==> config.mk <==
export PLATFORM = sky130hd
export DESIGN_NAME = hazard_stall_unit
export DESIGN_NICKNAME = d
export VERILOG_FILES = /design/src/rtl/hazard_pkg.sv /design/src/rtl/mul_stall_timer.sv /design/src/rtl/hazard_stall_unit.sv
export SDC_FILE = /design/constraint.sdc
export NUM_CORES = 1
export LEC_CHECK = 0
export CAP_MARGIN = 20
export CORE_ASPECT_RATIO = 0.75
export CORE_MARGIN = 2
export CORE_UTILIZATION = 28
export DETAILED_ROUTE_END_ITERATION = 7
export PLACE_DENSITY = 0.77
export SLEW_MARGIN = 20
export SYNTH_ARGS = -nofsm -noshare
export SYNTH_HDL_FRONTEND = slang
export SYNTH_SLANG_ARGS = --single-unit
==> constraint.sdc <==
create_clock -name Clk -period 1.6 [get_ports Clk]
set_input_delay 0.32 -clock Clk [delete_from_list [all_inputs] [get_ports Clk]]
set_output_delay 0.32 -clock Clk [all_outputs]
set_load 0.05 [all_outputs]
==> src/rtl/hazard_pkg.sv <==
// Shared types and constants for the pipeline hazard/stall controller.
package hazard_pkg;

   typedef enum logic {
      RUN      = 1'b0,
      MUL_WAIT = 1'b1
   } state_t;

   localparam int unsigned REG_W_DEFAULT   = 5;
   localparam int unsigned ZERO_REG        = 0;
   localparam int unsigned MUL_LATENCY_MIN = 3;

   // Latencies below the minimum would make the countdown load value negative.
   function automatic int unsigned mul_latency_eff(input int unsigned lat);
      return (lat < MUL_LATENCY_MIN) ? MUL_LATENCY_MIN : lat;
   endfunction

endpackage

==> src/rtl/mul_stall_timer.sv <==
// Multiply occupancy countdown: loaded on multiply entry, decrements while busy.
module mul_stall_timer
   import hazard_pkg::*;
#(
   parameter int unsigned MUL_LATENCY = 4
) (
   input  logic Clk,
   input  logic Reset,
   input  logic load,
   output logic busy,
   output logic last
);

   localparam int unsigned LAT   = mul_latency_eff(MUL_LATENCY);
   localparam int unsigned CNT_W = $clog2(LAT);

   logic [CNT_W-1:0] cnt;

   // The first hold cycle is spent in RUN, so only LAT-2 wait cycles remain.
   always_ff @(posedge Clk or negedge Reset) begin
      if (!Reset) begin
         cnt <= '0;
      end else if (load) begin
         cnt <= CNT_W'(LAT - 2);
      end else if (cnt != '0) begin
         cnt <= cnt - CNT_W'(1);
      end
   end

   assign busy = (cnt != '0);
   assign last = (cnt == CNT_W'(1));

endmodule

==> src/rtl/hazard_stall_unit.sv <==
// Hazard detection and stall/flush control for the 5-stage pipeline.
// Optional stall counter enabled by HAZARD_STALL_CNT_EN.
module hazard_stall_unit
   import hazard_pkg::*;
#(
   parameter int unsigned MUL_LATENCY = 4,
   parameter int unsigned REG_W       = REG_W_DEFAULT
) (
   input  logic             Clk,
   input  logic             Reset,
   input  logic [REG_W-1:0] IDRs,
   input  logic [REG_W-1:0] IDRt,
   input  logic             IDUsesRt,
   input  logic             IDBranch,
   input  logic             IDBranchTaken,
   input  logic             EXMemRead,
   input  logic             EXRegWrite,
   input  logic [REG_W-1:0] EXWriteReg,
   input  logic             MEMMemRead,
   input  logic [REG_W-1:0] MEMWriteReg,
   input  logic             EXMulStart,
   output logic             PCWrite,
   output logic             IFIDWrite,
   output logic             IDEXFlush,
   output logic             IFIDFlush,
   output logic             EXHold,
   output logic [31:0]      StallCount
);

   localparam logic [REG_W-1:0] ZERO = REG_W'(ZERO_REG);

   state_t state;
   state_t state_next;
   logic   load_use;
   logic   br_dep;
   logic   ex_hit;
   logic   mem_hit;
   logic   mul_load;
   logic   mul_busy;
   logic   mul_last;

   // Combinational hazard detection; register 0 never hazards.
   always_comb begin
      load_use = EXMemRead && (EXWriteReg != ZERO) &&
                 ((EXWriteReg == IDRs) || (IDUsesRt && (EXWriteReg == IDRt)));
      ex_hit   = EXRegWrite && (EXWriteReg != ZERO) &&
                 ((EXWriteReg == IDRs) || (EXWriteReg == IDRt));
      mem_hit  = MEMMemRead && (MEMWriteReg != ZERO) &&
                 ((MEMWriteReg == IDRs) || (MEMWriteReg == IDRt));
      br_dep   = IDBranch && (ex_hit || mem_hit);
   end

   always_ff @(posedge Clk or negedge Reset) begin
      if (!Reset) begin
         state <= RUN;
      end else begin
         state <= state_next;
      end
   end

   always_comb begin
      state_next = state;
      mul_load   = 1'b0;
      case (state)
         RUN: begin
            if (EXMulStart) begin
               state_next = MUL_WAIT;
               mul_load   = 1'b1;
            end
         end
         MUL_WAIT: begin
            if (mul_last || !mul_busy) begin
               state_next = RUN;
            end
         end
         default: state_next = RUN;
      endcase
   end

   // A multiply in EX outranks ID hazards; those are re-evaluated after the wait.
   always_comb begin
      PCWrite   = 1'b0;
      IFIDWrite = 1'b0;
      IDEXFlush = 1'b0;
      IFIDFlush = 1'b0;
      EXHold    = 1'b0;
      if (Reset) begin
         case (state)
            RUN: begin
               if (EXMulStart) begin
                  PCWrite   = 1'b1;
                  IFIDWrite = 1'b1;
                  EXHold    = 1'b1;
               end else if (load_use || br_dep) begin
                  PCWrite   = 1'b1;
                  IFIDWrite = 1'b1;
                  IDEXFlush = 1'b1;
               end else begin
                  IFIDFlush = IDBranch && IDBranchTaken;
               end
            end
            MUL_WAIT: begin
               PCWrite   = 1'b1;
               IFIDWrite = 1'b1;
               EXHold    = 1'b1;
            end
            default: begin
               PCWrite = 1'b0;
            end
         endcase
      end
   end

   mul_stall_timer #(
      .MUL_LATENCY (MUL_LATENCY)
   ) u_mul_stall_timer (
      .Clk   (Clk),
      .Reset (Reset),
      .load  (mul_load),
      .busy  (mul_busy),
      .last  (mul_last)
   );

`ifdef HAZARD_STALL_CNT_EN
   always_ff @(posedge Clk or negedge Reset) begin
      if (!Reset) begin
         StallCount <= '0;
      end else if (PCWrite) begin
         StallCount <= StallCount + 32'd1;
      end
   end
`else
   assign StallCount = '0;
`endif

endmodule

Word level (Yosys, flattened, before mapping)
Cells that the tools add are included.
{"block": "totals", "reg_bits": 3, "latchBits": 0, "ramBits": 0, "romBits": 0, "in_bits": 29, "output_inout_bits": 37, "elab_cells": 48, "n_memories": 0}
{"block": "op_classes", "add_sub_neg": 1, "n_mul": 0, "n_div": 0, "magnitude_cmp": 0, "n_eq_ne": 5, "n_shift": 0, "muxes": 19, "bitwise": 1, "n_reduce_logical": 20}
{"op": "5-bit == test", "n": 4}
{"op": "1-bit two-way mux", "n": 14}
{"op": "5-bit nonzero test", "n": 2}
{"op": "1-bit logical AND", "n": 9}
{"op": "1-bit logical OR", "n": 6}
{"op": "1-bit case mux with 2 select lines", "n": 3}
{"op": "2-bit two-way mux", "n": 2}
{"op": "2-bit nonzero test", "n": 2}
{"op": "2-bit by 1-bit == test with 1-bit output (second input constant)", "n": 1}
{"op": "2-bit by 1-bit subtractor with 2-bit output (second input constant)", "n": 1}
{"op": "1-bit zero test", "n": 1}
{"op": "1-bit NOT", "n": 1}

Longest topological paths before layout
Gate-level depths: netlist of the first run.
{"block": "logic_depth", "word_depth": 10, "mapped_depth": 6, "ltp_nobuf": 5}

Hierarchy
Synthesis of the first run repeated with hierarchy kept, for this count alone.
{"block": "unflattened", "cells_unflattened": 100, "hier_area_um2": 744.5}
{"mod": "hazard_stall_unit", "instances": 1, "cells_per_inst": 88, "area_per_inst_um2": 624.3, "seq_area_each_um2": 25.0}
{"mod": "mul_stall_timer", "instances": 1, "cells_per_inst": 12, "area_per_inst_um2": 120.1, "seq_area_each_um2": 50.0}

Worst setup path after synthesis of the first run
No wires, ideal clock.
{"block": "synth_timing", "path_kind": "in2out", "start": "input IDRt[4]", "end": "output PCWrite", "arrival_ns": 2.111, "required_time_ns": 1.280, "setup_slack_ns": -0.831, "cell_stages": 6, "path_buffers": 1, "path_cell_list": "xnor2_1 -> nand3_1 -> o22ai_1 -> a22oi_2 -> a31oi_1 -> buf_4"}
{"block": "synth_between", "elab_chain_len": 10, "elab_cells_between_ends": 16, "cone_classes": "2 x eq/ne; 4 x mux; 10 x reduce/logical"}
{"item": "from (decl)", "line": "hazard_stall_unit.sv:12", "rtl": "input logic [REG_W-1:0] IDRt,"}
{"item": "5-bit == test, on equally long branches", "line": "hazard_stall_unit.sv:45, hazard_stall_unit.sv:47, hazard_stall_unit.sv:49"}
{"item": "1-bit logical OR, on equally long branches", "line": "hazard_stall_unit.sv:47, hazard_stall_unit.sv:49"}
{"item": "1-bit logical AND, on equally long branches", "line": "hazard_stall_unit.sv:46, hazard_stall_unit.sv:48"}
{"item": "1-bit logical OR", "line": "hazard_stall_unit.sv:50", "rtl": "br_dep = IDBranch && (ex_hit || mem_hit);"}
{"item": "1-bit logical AND", "line": "hazard_stall_unit.sv:50"}
{"item": "1-bit logical OR (*)", "line": "hazard_stall_unit.sv:94", "rtl": "end else if (load_use || br_dep) begin"}
{"item": "1-bit two-way mux (*) (2 in series)"}
{"item": "1-bit case mux with 2 select lines (*)"}
{"item": "1-bit two-way mux (*)"}
{"item": "to (decl)", "line": "hazard_stall_unit.sv:22", "rtl": "output logic PCWrite,"}
Mark *: on every way between the ends. The rest lies on a longest branch, timed or not.

Final worst setup path of the first run
{"block": "layout_timing", "start": "input MEMWriteReg[2]", "end": "output IFIDWrite"}
{"block": "layout_between", "elab_chain_len": 10, "elab_cells_between_ends": 13, "cone_classes": "2 x eq/ne; 4 x mux; 7 x reduce/logical"}
{"item": "from (decl)", "line": "hazard_stall_unit.sv:20", "rtl": "input logic [REG_W-1:0] MEMWriteReg,"}
{"item": "5-bit == test / 5-bit nonzero test (equally long branches)", "line": "hazard_stall_unit.sv:49, hazard_stall_unit.sv:48"}
{"item": "1-bit logical OR / 1-bit logical AND (equally long branches)", "line": "hazard_stall_unit.sv:49, hazard_stall_unit.sv:48"}
{"item": "1-bit logical AND (*)", "line": "hazard_stall_unit.sv:48", "rtl": "mem_hit = MEMMemRead && (MEMWriteReg != ZERO) &&"}
{"item": "1-bit logical OR (*)", "line": "hazard_stall_unit.sv:50"}
{"item": "1-bit logical AND (*)", "line": "hazard_stall_unit.sv:50"}
{"item": "1-bit logical OR (*)", "line": "hazard_stall_unit.sv:94"}
{"item": "1-bit two-way mux (*)", "line": "hazard_stall_unit.sv:94"}
{"item": "1-bit two-way mux (*)", "line": "hazard_stall_unit.sv:90", "rtl": "if (EXMulStart) begin"}
{"item": "1-bit case mux with 2 select lines (*)", "line": "hazard_stall_unit.sv:88", "rtl": "case (state)"}
{"item": "1-bit two-way mux (*)", "line": "hazard_stall_unit.sv:87", "rtl": "if (Reset) begin"}
{"item": "to (decl)", "line": "hazard_stall_unit.sv:23", "rtl": "output logic IFIDWrite,"}
Marks and branches as above.

==> results of run 1 <==
## final cells by class
class	count	area, µm²
well taps	36	45.0
repair buffers	40	340
multi-input cells	90	579
fillers	276	1490
inverters	3	11.3
clock buffers	4	26.3
flip-flops and latches	3	75.1
## cell usage after synthesis (2+ instances only)
cell type,number,area share (%)
nand3_1,5,3.4
ha_1,2,3.4
o22ai_1,2,1.7
and3_1,2,1.7
dfrtp_1,3,10
nand2_1,8,4.1
nor2_1,6,3.1
inv_1,3,1.5
xnor2_1,21,25
nand2b_1,2,1.7
buf_4,33,34
## metrics by stage
stage	worst slack, ns	utilization (%)
floorplan	-0.375	-
global placement	-0.768	41.5
detailed placement	-0.858	41.5
CTS	-0.498	42.8
global route	-0.478	42.0
finish	-0.427	42.0
## worst max-delay path, delay by kind of cell
| family | cells | cell delay [ns] |
|---|---|---|
| compound gates | 3 | 0.58 |
| buf+inv | 3 | 0.43 |
| simple gates | 1 | 0.37 |
## cell families (layout without fill, tap and decap cells)
kind of cell,after synthesis,in the layout,share of synthesized area [%]
and+or+nand+nor,26,26,16.3
DFF,3,3,10.2
AOI/OAI and AO/OA,8,8,7.98
buffers and inverters,36,47,35.1
muxes,1,1,1.53
adders and majority gates,2,2,3.40
xor gates and xnor gates,21,21,25.0
other,1,32,0.509
## power breakdown
part / leakage (nW) / internal, mW / switching [mW]
logic: 0.457 / 0.248 / 0.388
clock network: 0.0150 / 0.0935 / 0.0402
registers: 0.0347 / 0.117 / 0.0237
total: 0.507 / 0.459 / 0.452
## sequential cells by signal, indices dropped and copies added (netlist names)
signal	flops
state	1
u_mul_stall_timer.cnt	2
## timing repair
item	4_1_cts	5_1_grt
pin swaps	6	10
resized for setup	39	31
gates cloned	0	0
setup endpoints to repair	5	5
## path summary, 6_finish.rpt
kind / endpoint / slack, ns / startpoint
max: IFIDWrite / -0.43 / MEMWriteReg[2]
min: u_mul_stall_timer.cnt[1] / 0.38 / EXMulStart
max reg2reg: u_mul_stall_timer.cnt[1] / 0.48 / u_mul_stall_timer.cnt[0]
min reg2reg: state / 0.55 / state
max in group asynchronous: state / 1.11 / Reset
min in group asynchronous: u_mul_stall_timer.cnt[0] / 0.39 / Reset
## routing by layer
layer | share of wire, % | track usage, % | up-vias
met1 | 36 | 11.0 | 316
met3 | 5.7 | 3.26 | 0
li1 | - | - | 338
met2 | 59 | 25.9 | 26
met5 | 0 | 0 | -
met4 | 0 | 1.09 | 0
==> impl_metrics.json, run 1 <==
{
  "run_status": "complete, but fails checks",
  "violations": "negative setup slack",
  "io_pins": 66,
  "cts_max_level": 1,
  "path_common_cell": "buf_6",
  "synth_edf_count": 0,
  "wl_per_cell_um": 10.6,
  "antenna_found_initial": 0,
  "first_global_vias": 700,
  "synth_ff_type": "dfrtp_1",
  "cpMaxStageDelayCell": "or3_4",
  "die_x_um": 63.2,
  "cts_tree": "built",
  "avgSynthCellArea_um2": 7.52,
  "placed_area_um2": 1060,
  "synth-seq-cells": 3,
  "path_max_fanout": 2,
  "stdcell_area_um2": 1080,
  "crit_arrival_ns": 1.71,
  "setup_viol": 4,
  "hold_path.class": "input pin to register",
  "slowest_delay_ns": 0.37,
  "vias": 680,
  "routed_wirelength_mm": 1.87,
  "design.core.area_um2": 2560,
  "syn-cell-area_um2": 737,
  "reg2reg_depth": 4,
  "cts.clk_slew.worst_paths_ns": 0.04,
  "io_buffers": 33,
  "avgViaCountPerCell": 3.86,
  "ys_types": 22,
  "critPathLaunchType": "input pin",
  "gr-total-overflow": 0,
  "max-cap-violations": 0,
  "die_h_um": 48.4,
  "clk_latency_ns": 0.23,
  "synthArstFlopShare_pct": 100,
  "power_density_nw_per_um2": 846,
  "grt_setup_unrepaired": "yes",
  "dp.cells": 172,
  "areaGrowthSynthToFinish_pct": 46.2,
  "final_common_cell": "conb_1",
  "worstSetupPathType": "input pin to output pin",
  "grt_pass1_wl_mm": 2.85,
  "drc": 0,
  "cts_buffers": 3,
  "rows": 16,
  "drtIter0Drc": 29,
  "leakage_nw": 0.507,
  "cts_sinks": 3,
  "root_buffer": "clkbuf_4",
  "hold_viol": 0,
  "post-cts-setup-buffers": 0,
  "post-route-min-period_ns": 2.03,
  "ir_drop_mv": 0.353,
  "end_kind": "output pin",
  "final_cell_mix": "32 x conb_1, 19 x xnor2_1, 12 x clkbuf_2",
  "dr.pass1.iters": 4,
  "initial_core_util_pct": 28.8,
  "synthCells": 98,
  "seq_area_frac_synth_pct": 10.2,
  "ys_warn_count": 0,
  "final_layout_size_suffix_gt1_share_pct": 28.6,
  "clock_path_buffers": 2,
  "instances_no_fill": 176,
  "dp.final_hpwl_mm": 1.67,
  "post-route-period-util_pct": 127,
  "gp_congestion": 0.880,
  "die_area_um2": 3060,
  "power.total_mw": 0.911,
  "maxSlewViolCount": 0,
  "tns_ns": -1.64,
  "antenna_left": 0,
  "skew_ns": 0.00185,
  "worst_hold_slack_ns": 0.380,
  "grt_max_degree": 4,
  "setup_ws_ns": -0.427,
  "min_path_cells": 3,
  "grt_use_total_pct": 11.9,
  "fmax_mhz": 493,
  "required_ns": 1.28,
  "nets": 172,
  "diodes": 0,
  "cp_cell_sequence": "buf_6 > or3_4 > o311a_1 > a22oi_2 > buf_4 > a31oi_4 > buf_6",
  "postCtsHoldBufs": 0
}
(Power assumes the default switching activity.)
==> inputs of run 2 (changes only) <==
- REMOVE_ABC_BUFFERS: default -> 1
==> impl_metrics.json, run 2 (same netlist as run 1, synthesis figures left out) <==
{
  "run_status": "complete, but fails checks",
  "violations": "negative setup slack",
  "routed_wirelength_mm": 1.72,
  "maxSlewViolCount": 0,
  "clk_latency_ns": 0.23,
  "worst_hold_slack_ns": 0.428,
  "dp.final_hpwl_mm": 1.45,
  "avgViaCountPerCell": 3.73,
  "required_ns": 1.28,
  "critPathLaunchType": "input pin",
  "place_ws_ns": -0.748,
  "wl_per_cell_um": 9.64,
  "gp_congestion": 0.887,
  "rrSetupSlack_ns": 0.48,
  "postCtsHoldBufs": 0,
  "post-route-period-util_pct": 129,
  "end_kind": "output pin",
  "cts_buffers": 3,
  "final_layout_size_suffix_gt1_share_pct": 24.6,
  "top_regs": "u_mul_stall_timer.cnt x2, state x1",
  "stdcell_area_um2": 1110,
  "io_buffers": 33,
  "antenna_left": 0,
  "design.core.area_um2": 2560,
  "fmax_mhz": 485,
  "cpMaxStageDelayCell": "or3_4",
  "grt_pass1_wl_mm": 2.75,
  "drtIter0Drc": 26,
  "io_pins": 66,
  "leakage_nw": 0.511,
  "rows": 16,
  "die_x_um": 63.2,
  "r2r-start": "u_mul_stall_timer.cnt[0]",
  "setup_ws_ns": -0.461,
  "post-route-min-period_ns": 2.06,
  "slowest_delay_ns": 0.37,
  "cts.clk_slew.worst_paths_ns": 0.04,
  "skew_ns": 0.00236,
  "grt_max_degree": 4,
  "top_register": "u_mul_stall_timer.cnt",
  "drc": 0,
  "areaGrowthSynthToFinish_pct": 51.3,
  "first_global_vias": 634,
  "setup_viol": 4,
  "final_common_cell": "conb_1",
  "die_area_um2": 3060,
  "timing.rr.end": "u_mul_stall_timer.cnt[1]",
  "power_density_nw_per_um2": 809,
  "clock_path_buffers": 2,
  "cts_sinks": 3,
  "worstSetupPathType": "input pin to output pin",
  "placed_area_um2": 1040,
  "dr.pass1.iters": 4,
  "initial_core_util_pct": 28.8,
  "antenna_found_initial": 0,
  "diodes": 0,
  "cp_cell_sequence": "buf_6 > or3_4 > o311a_1 > a22oi_2 > and3_4 > buf_12",
  "nets": 174,
  "cts_max_level": 1,
  "path_max_fanout": 3,
  "vias": 664,
  "final_cell_mix": "32 x conb_1, 20 x xnor2_1, 10 x dlygate4sd2_1, 10 x buf_4",
  "root_buffer": "clkbuf_4",
  "crit_arrival_ns": 1.74,
  "largest_register_ffs": 2,
  "die_h_um": 48.4,
  "finish.utilization_pct": 43.5,
  "hold_viol": 0,
  "gr-total-overflow": 0,
  "reg2reg_depth": 4,
  "ir_drop_mv": 0.295,
  "grt_setup_unrepaired": "yes",
  "fillCellCount": 278,
  "cts_tree": "built",
  "max-cap-violations": 0,
  "hold_path.class": "input pin to asynchronous set/reset pin",
  "grt_use_total_pct": 11.4
}
-- run 2: what timing repair did --
action / CTS / global route
gates resized for setup: 38 / 15
endpoints found under the setup margin: 5 / 5
setup buffers: 2 / 1
pin swaps: 10 / 13
-- run 2: layout make-up --
class,count,area [µm²],share of cell area (%)
multi-input cells,90,574,51.5
repair buffers,42,383,34.3
flip-flops and latches,3,75.1,6.73
well taps,36,45.0,4.04
clock buffers,4,26.3,2.36
inverters,3,11.3,1.01
-- run 2: power by group --
group / internal, mW / leakage (nW) / switching (mW)
sequential: 0.117 / 0.0347 / 0.0248
combinational: 0.244 / 0.461 / 0.383
clock: 0.0935 / 0.0150 / 0.0394
-- run 2: per-layer routing --
metal	vias up	GRT usage [%]	share of wire, %	wire length [µm]
met5	-	0	0	0
met2	26	20.2	50	860
met3	0	3.26	7.8	134
li1	343	-	-	-
met1	295	13.7	42	720
met4	0	2.17	0	0
-- run 2: worst max-delay path: cells and delay by family --
| kind | cells | cell delay (ns) |
|---|---|---|
| buf+inv | 2 | 0.22 |
| simple gates | 2 | 0.61 |
| compound gates | 2 | 0.59 |
-- run 2: worst max-delay path by stage --
stage / start / to / slack (ns) / cells past startpoint
after global routing: MEMWriteReg[1] / IFIDFlush / -0.50 / 6
after CTS: MEMWriteReg[2] / IFIDFlush / -0.47 / 6
after detailed placement: MEMWriteReg[0] / IFIDFlush / -0.75 / 6
after global placement: MEMWriteReg[0] / IFIDFlush / -0.73 / 6
final: MEMWriteReg[1] / IFIDFlush / -0.46 / 6
after floorplan: IDRt[4] / IFIDWrite / -1.22 / 5
-- run 2: through the flow --
| step | power, mW | std cells | setup TNS [ns] |
|---|---|---|---|
| 5_1_grt | 0.984 | 178 | -1.84 |
| 4_1_cts | 0.899 | 177 | -1.72 |
| 2_1_floorplan | 0.568 | 96 | -3.13 |
| 6_report | 0.902 | 178 | -1.64 |
| 3_3_place_gp | 0.736 | 171 | -2.83 |
| 3_5_place_dp | 0.746 | 171 | -2.88 |
